<file path="src/rtl/fetch_align_ctrl_if.sv">
// Fetch-side bus bundle for fetch_align_ctrl: memory request/response, decode-side
// instruction handoff and execute redirect. The controller uses the master modport.
interface fetch_align_ctrl_if;
    localparam int unsigned XLEN = 32;

    logic            flush;
    logic [XLEN-1:0] redirect_pc;
    logic            fetch_req;
    logic [XLEN-1:0] fetch_pc;
    logic            fetch_ack;
    logic            inst_valid;
    logic [XLEN-1:0] inst_in;
    logic            inst_out_valid;
    logic            inst_out_ready;
    logic [XLEN-1:0] inst_out;
    logic [XLEN-1:0] inst_pc_out;
    logic            inst_is_compressed;
    logic            misalign_fetch;

    modport master (
        input  flush, redirect_pc, fetch_ack, inst_valid, inst_in, inst_out_ready,
        output fetch_req, fetch_pc, inst_out_valid, inst_out, inst_pc_out,
               inst_is_compressed, misalign_fetch
    );

    modport slave (
        output flush, redirect_pc, fetch_ack, inst_valid, inst_in, inst_out_ready,
        input  fetch_req, fetch_pc, inst_out_valid, inst_out, inst_pc_out,
               inst_is_compressed, misalign_fetch
    );
endinterface

</file>
<file path="src/rtl/fetch_align_ctrl.sv">
// RV32IC fetch sequencer: word-aligned requests, halfword PC, compressed split and
// straddle stitching. Compressed support is enabled by defining FETCH_RVC_EN.
module fetch_align_ctrl #(
    parameter logic [31:0] RESET_PC = 32'h0000_0000
) (
    input  logic                clk,
    input  logic                reset,
    fetch_align_ctrl_if.master  bus
);
    localparam int unsigned XLEN = 32;
    localparam int unsigned HLEN = 16;

`ifdef FETCH_RVC_EN
    localparam bit RVC_EN = 1'b1;
`else
    localparam bit RVC_EN = 1'b0;
`endif

    // Without RVC the PC stays word aligned, so bit 1 is forced low everywhere
    localparam logic [XLEN-1:1] RESET_PC_HW = {RESET_PC[XLEN-1:2], RVC_EN & RESET_PC[1]};

    typedef enum logic [2:0] {
        ST_IDLE,
        ST_REQ,
        ST_WAIT,
        ST_DRAIN,
        ST_DROP
    } state_e;

    state_e            state_q, state_d;
    logic [XLEN-1:1]   pc_q, pc_d;
    logic [XLEN-1:0]   wbuf, wbuf_d;
    logic [HLEN-1:0]   hw_buf, hw_buf_d;
    logic              hw_valid, hw_valid_d;

    logic              req;
    logic [XLEN-1:0]   req_pc;
    logic              misalign;
    logic              out_valid;
    logic [XLEN-1:0]   out_inst;
    logic [XLEN-1:0]   out_pc;
    logic              out_rvc;
    logic              consume;
    logic              stay_drain;
    logic              outstanding;

    always_ff @(posedge clk or negedge reset) begin
        if (!reset) begin
            state_q  <= ST_IDLE;
            pc_q     <= RESET_PC_HW;
            wbuf     <= '0;
            hw_buf   <= '0;
            hw_valid <= 1'b0;
        end else begin
            state_q  <= state_d;
            pc_q     <= pc_d;
            wbuf     <= wbuf_d;
            hw_buf   <= hw_buf_d;
            hw_valid <= hw_valid_d;
        end
    end

    always_comb begin
        state_d     = state_q;
        pc_d        = pc_q;
        wbuf_d      = wbuf;
        hw_buf_d    = hw_buf;
        hw_valid_d  = hw_valid;
        req         = 1'b0;
        req_pc      = '0;
        misalign    = 1'b0;
        out_valid   = 1'b0;
        out_inst    = '0;
        out_pc      = '0;
        out_rvc     = 1'b0;
        consume     = 1'b0;
        stay_drain  = 1'b0;
        outstanding = 1'b0;

        case (state_q)
            ST_IDLE: state_d = ST_REQ;

            // A pending upper half means the request targets the following word
            ST_REQ: begin
                req      = 1'b1;
                misalign = hw_valid;
                req_pc   = hw_valid ? {pc_q[XLEN-1:2] + 30'd1, 2'b00}
                                    : {pc_q[XLEN-1:2], 2'b00};
                if (bus.fetch_ack) state_d = ST_WAIT;
            end

            ST_WAIT: begin
                if (bus.inst_valid) begin
                    wbuf_d  = bus.inst_in;
                    state_d = ST_DRAIN;
                end
            end

            ST_DRAIN: begin
                out_pc = {pc_q, 1'b0};
                if (RVC_EN && hw_valid) begin
                    out_valid = 1'b1;
                    out_inst  = {wbuf[HLEN-1:0], hw_buf};
                end else if (!RVC_EN) begin
                    out_valid = 1'b1;
                    out_inst  = wbuf;
                end else if (!pc_q[1]) begin
                    out_valid = 1'b1;
                    if (wbuf[1:0] == 2'b11) begin
                        out_inst = wbuf;
                    end else begin
                        out_inst = {16'h0000, wbuf[HLEN-1:0]};
                        out_rvc  = 1'b1;
                    end
                end else if (wbuf[17:16] != 2'b11) begin
                    out_valid = 1'b1;
                    out_inst  = {16'h0000, wbuf[XLEN-1:HLEN]};
                    out_rvc   = 1'b1;
                end

                // Stitched or low-half compressed leaves more of this word to drain
                consume    = out_valid && bus.inst_out_ready && !bus.flush;
                stay_drain = (RVC_EN && hw_valid) || (out_rvc && !pc_q[1]);
                if (consume) begin
                    pc_d       = pc_q + (out_rvc ? 31'd1 : 31'd2);
                    hw_valid_d = 1'b0;
                    state_d    = stay_drain ? ST_DRAIN : ST_REQ;
                end else if (!out_valid) begin
                    hw_buf_d   = wbuf[XLEN-1:HLEN];
                    hw_valid_d = 1'b1;
                    state_d    = ST_REQ;
                end
            end

            ST_DROP: begin
                if (bus.inst_valid) state_d = ST_REQ;
            end

            default: state_d = ST_IDLE;
        endcase

        // Redirect overrides everything; an in-flight response must be swallowed
        if (bus.flush && (state_q != ST_IDLE)) begin
            pc_d        = {bus.redirect_pc[XLEN-1:2], RVC_EN & bus.redirect_pc[1]};
            hw_valid_d  = 1'b0;
            outstanding = ((state_q == ST_WAIT) && !bus.inst_valid) ||
                          ((state_q == ST_REQ)  &&  bus.fetch_ack)  ||
                          ((state_q == ST_DROP) && !bus.inst_valid);
            state_d     = outstanding ? ST_DROP : ST_REQ;
        end

        if (!RVC_EN) begin
            hw_valid_d = 1'b0;
            pc_d[1]    = 1'b0;
        end
    end

    assign bus.fetch_req          = req;
    assign bus.fetch_pc           = req_pc;
    assign bus.misalign_fetch     = misalign;
    assign bus.inst_out_valid     = out_valid;
    assign bus.inst_out           = out_valid ? out_inst : '0;
    assign bus.inst_pc_out        = out_valid ? out_pc : '0;
    assign bus.inst_is_compressed = out_valid & out_rvc;

endmodule

</file>
<file path="src/flat_wrapper.sv">
// flat-port wrapper written by rule: the top's interface ports become plain ports
module fetch_align_ctrl_flat 
#(
    parameter logic [31:0] RESET_PC = 32'h0000_0000
)
  (clk, reset, bus_flush, bus_redirect_pc, bus_fetch_ack, bus_inst_valid, bus_inst_in, bus_inst_out_ready, bus_fetch_req, bus_fetch_pc, bus_inst_out_valid, bus_inst_out, bus_inst_pc_out, bus_inst_is_compressed, bus_misalign_fetch);
  fetch_align_ctrl_if bus_i ();
  input  logic clk;
  input  logic reset;
  input wire logic [$bits(bus_i.flush)-1:0] bus_flush;
  input wire logic [$bits(bus_i.redirect_pc)-1:0] bus_redirect_pc;
  input wire logic [$bits(bus_i.fetch_ack)-1:0] bus_fetch_ack;
  input wire logic [$bits(bus_i.inst_valid)-1:0] bus_inst_valid;
  input wire logic [$bits(bus_i.inst_in)-1:0] bus_inst_in;
  input wire logic [$bits(bus_i.inst_out_ready)-1:0] bus_inst_out_ready;
  output wire logic [$bits(bus_i.fetch_req)-1:0] bus_fetch_req;
  output wire logic [$bits(bus_i.fetch_pc)-1:0] bus_fetch_pc;
  output wire logic [$bits(bus_i.inst_out_valid)-1:0] bus_inst_out_valid;
  output wire logic [$bits(bus_i.inst_out)-1:0] bus_inst_out;
  output wire logic [$bits(bus_i.inst_pc_out)-1:0] bus_inst_pc_out;
  output wire logic [$bits(bus_i.inst_is_compressed)-1:0] bus_inst_is_compressed;
  output wire logic [$bits(bus_i.misalign_fetch)-1:0] bus_misalign_fetch;
  assign bus_i.flush = bus_flush;
  assign bus_i.redirect_pc = bus_redirect_pc;
  assign bus_i.fetch_ack = bus_fetch_ack;
  assign bus_i.inst_valid = bus_inst_valid;
  assign bus_i.inst_in = bus_inst_in;
  assign bus_i.inst_out_ready = bus_inst_out_ready;
  assign bus_fetch_req = bus_i.fetch_req;
  assign bus_fetch_pc = bus_i.fetch_pc;
  assign bus_inst_out_valid = bus_i.inst_out_valid;
  assign bus_inst_out = bus_i.inst_out;
  assign bus_inst_pc_out = bus_i.inst_pc_out;
  assign bus_inst_is_compressed = bus_i.inst_is_compressed;
  assign bus_misalign_fetch = bus_i.misalign_fetch;
  fetch_align_ctrl #(.RESET_PC(RESET_PC)) u_core (.clk(clk), .reset(reset), .bus(bus_i));
endmodule
</file>
<file path="config.mk">
export PLATFORM = sky130hd
export DESIGN_NAME = fetch_align_ctrl_flat
export DESIGN_NICKNAME = d
export VERILOG_FILES = /design/src/rtl/fetch_align_ctrl_if.sv /design/src/rtl/fetch_align_ctrl.sv /design/src/flat_wrapper.sv
export SDC_FILE = /design/constraint.sdc
export NUM_CORES = 1
export LEC_CHECK = 0
export BUFFER_PORTS_ARGS = -buffer_cell sky130_fd_sc_hd__clkbuf_2
export CAP_MARGIN = 10
export CORE_MARGIN = 3
export CORE_UTILIZATION = 53
export CTS_BUF_LIST = sky130_fd_sc_hd__clkbuf_4
export DETAILED_ROUTE_END_ITERATION = 8
export HOLD_SLACK_MARGIN = 0.12
export PLACE_DENSITY = 0.88
export SYNTH_ARGS = -nofsm -noshare
export SYNTH_HDL_FRONTEND = slang
export SYNTH_SLANG_ARGS = --single-unit
</file>
<file path="constraint.sdc">
create_clock -name clk -period 4.3 [get_ports clk]
set_clock_uncertainty 0.1 [all_clocks]
set_input_delay 0.43 -clock clk [delete_from_list [all_inputs] [get_ports clk]]
set_output_delay 0.43 -clock clk [all_outputs]
set_load 0.005 [all_outputs]
</file>
==> run_results.csv <==
group,metric,value,unit
run_status,status,"finished clean",
global_route,overflow,0,
cells_and_area,synthToLayoutAreaGrowth,26.1,%
critical_path,rr_endpoint,"u_core.pc_q[27]",
timing,holdWs,0.137,ns
global_route,grt_max_degree,76,
clock_network,postCtsSetupBuffers,0,
detailed_routing,viasPerCell,5.74,
critical_path,startpoint_type,"register",
floorplan,core,0.00694,mm2
critical_path,path_class,"reg2out",
cells_and_area,diodes,0,
synthesis,ys_ff_latch,65,
placement,place_congestion,0.906,
critical_path,crit_path_max_fanout,75,
cells_and_area,final_common_cell,"clkbuf_2",
worst_hold_path,hold_class,"in2reg",
critical_path,arrival,2.61,ns
timing,clock.fmax,319,MHz
synthesis,yosysWarnings,0,
placement,pre_cts_ws,1.25,ns
detailed_routing,route.detailed.wl_per_inst,16.6,um
synthesis,syn_area,0.00389,mm2
cells_and_area,fillers,532,
timing,slew_headroom,32.3,%
global_route,grt_usage,26.4,%
synthesis,avgSynthCellArea,9.50,um2
timing,drv_slew,0,
floorplan,die_width,91.7,um
global_route,antenna_found_initial,0,
placement,port_buffers,161,
synthesis,synth_compound_area_share,9.32,%
synthesis,yosys.area_share.adder,0.321,%
timing,finalHoldViolations,0,
detailed_routing,drtIter0Drc,357,
synthesis,ys_seq_area_share,41.8,%
cells_and_area,final_cell_mix,"160 x clkbuf_2, 68 x and3_1, 64 x dfrtp_1",
timing,min_period,3.14,ns
pwr,leakage,0.00256,uW
critical_path,r2r_slack,1.21,ns
clock_network,cts_resized,0,
critical_path,critPathLaunch,"u_core.state_q[1]",
cells_and_area,final-seq-area,0.00163,mm2
detailed_routing,wl,11000,um
flow_run,drv_cap,0,
critical_path,r2r_cells,4,
clock_network,clock-sinks,65,
timing,fin_setup_tns,0,ns
synthesis,synthXorXnorAreaFrac,3.60,%
critical_path,cp-endpoint,"bus_fetch_pc[29]",
timing,final.period_utilization,73.0,%
pwr,max-vdd-ir-drop,0.000363,V
clock_network,htreeDepth,3,
timing,setup_ws,1.16,ns
timing,grt_setup_unrepaired,"false",
detailed_routing,drcViolationCount,0,
pwr,powerDensity,589,mW/mm2
synthesis,synthDistinctLibCells,49,
cells_and_area,final_core_util,70.7,%
floorplan,die_h,91.7,um
detailed_routing,first_pass_iters,5,
detailed_routing,antenna_left,0,
clock_network,cts_buffers,9,
critical_path,r2r-start,"u_core.state_q[1]",
clock_network,cts_root_buffer,"clkbuf_4",
clock_network,clock_path_buffers,2,
synthesis,synth_top_family_by_area,"simple AND/OR/NAND/NOR gates",
floorplan,core.rowCount,30,
synthesis,synth_mux_area_share,9.51,%
floorplan,io_pins,170,
timing,tightestPinTransition,1.02,ns
synthesis,synth_cells,410,
synthesis,yosys.area_share.simple,30.9,%
clock_network,hold_buffers,3,
floorplan,fp.dieArea,0.00841,mm2
global_route,grt_pass1_wl,18200,um
clock_network,cts_tree,"built",
cells_and_area,final_nets,630,
clock_network,clk_latency,0.39,ns
cells_and_area,multi_input_area,0.00212,mm2
clock_network,clkTransAtPathRegs,0.11,ns
timing,setup_viol,0,
critical_path,crit_path_end_kind,"primary output",
floorplan,start_util,56.1,%
global_route,grt_pass1_vias,3773,
cells_and_area,drive_gt1_share,39.5,%
critical_path,required,3.77,ns
detailed_routing,vias,3788,
placement,dp_hpwl,7850,um
synthesized netlist by cell type (all sizes together):
master	number	area (um2)
clkbuf	22	82.6
o211ai	8	60.1
and4	3	28.8
o211a	1	10.0
nand4	8	50.1
nor3b	1	7.51
xnor2	9	78.8
nor3	7	40.0
ha	1	12.5
buf	15	88.8
or4	2	15.0
a41o	1	11.3
nor2	14	52.6
dfrtp	65	1630
or3	3	20.0
o311ai	3	26.3
o31ai	1	21.3
o31a	1	8.76
a31oi	3	18.8
mux2i	1	10.0
nand4b	2	17.5
inv	1	3.75
a221o	1	10.0
a22oi	9	67.6
conb	1	3.75
o21ai	19	95.1
and4b	1	10.0
and3	70	440
a211o	1	8.76
xor2	7	61.3
or4b	1	10.0
nand3	24	130
nand2	29	109
nor4	2	27.5
nor2b	3	18.8
mux2	32	360
and2	32	201
a21oi	5	25.0
nor4b	1	23.8
how the worst min path moves through the flow:
stage                             start               to  cells past startpoint
floorplan                         reset  u_core.pc_q[10]                      0
global placement        u_core.wbuf[27]  u_core.wbuf[27]                      1
detailed placement      u_core.wbuf[25]  u_core.wbuf[25]                      1
CTS                 bus_redirect_pc[16]  u_core.pc_q[16]                      3
global route            bus_inst_in[26]  u_core.wbuf[26]                      2
finish              bus_redirect_pc[16]  u_core.pc_q[16]                      3
worst max-delay path, cell delays in order, from the launching register on:
cell      delay, ns
dfrtp_2        0.79
nor2b_1        0.86
buf_4          0.31
and2_1         0.15
clkbuf_2       0.11
area by class of cell:
type	instances	area share [%]
multi-input cells	312	43.1
flip-flops and latches	65	33.1
repair buffers	170	18.0
well taps	96	2.45
clock inverters	6	1.68
clock buffers	10	1.53
inverters	1	0.0764
registers in the layout (all words and copies together) (netlist names):
name	count
u_core.state_q	3
u_core.pc_q	30
u_core.wbuf	32
cells by family after synthesis:
group,after synthesis
and+or+nand+nor,203
DFF,65
AOI/OAI and AO/OA,53
buffers and inverters,38
muxes,33
xor gates and xnor gates,16
adders and majority gates,1
other,1
routing by layer:
layer | vias up | global-route usage (%) | share of wire (%)
met3 | 18 | 6.07 | 8.9
met5 | - | 0 | 0
li1 | 1775 | - | -
met4 | 0 | 9.65 | 1.4
met1 | 1820 | 33.1 | 39
met2 | 175 | 44.4 | 50
stage by stage:
step	total power (uW)	cell area [um2]	std cells
after floorplan	1920	3910	415
after global placement	2340	4710	640
final	2890	4910	660
after CTS	2890	4900	659
after detailed placement	2420	4710	640
after global routing	3110	4910	660
report_power, final:
group | leakage, uW | switching (uW) | total [uW] | internal (uW)
logic | 0.00170 | 583 | 1200 | 617
clock network | 0.0000777 | 229 | 467 | 239
registers | 0.000779 | 345 | 1230 | 881
total | 0.00256 | 1160 | 2890 | 1740
No activity file was read; power rests on OpenSTA's default activity.
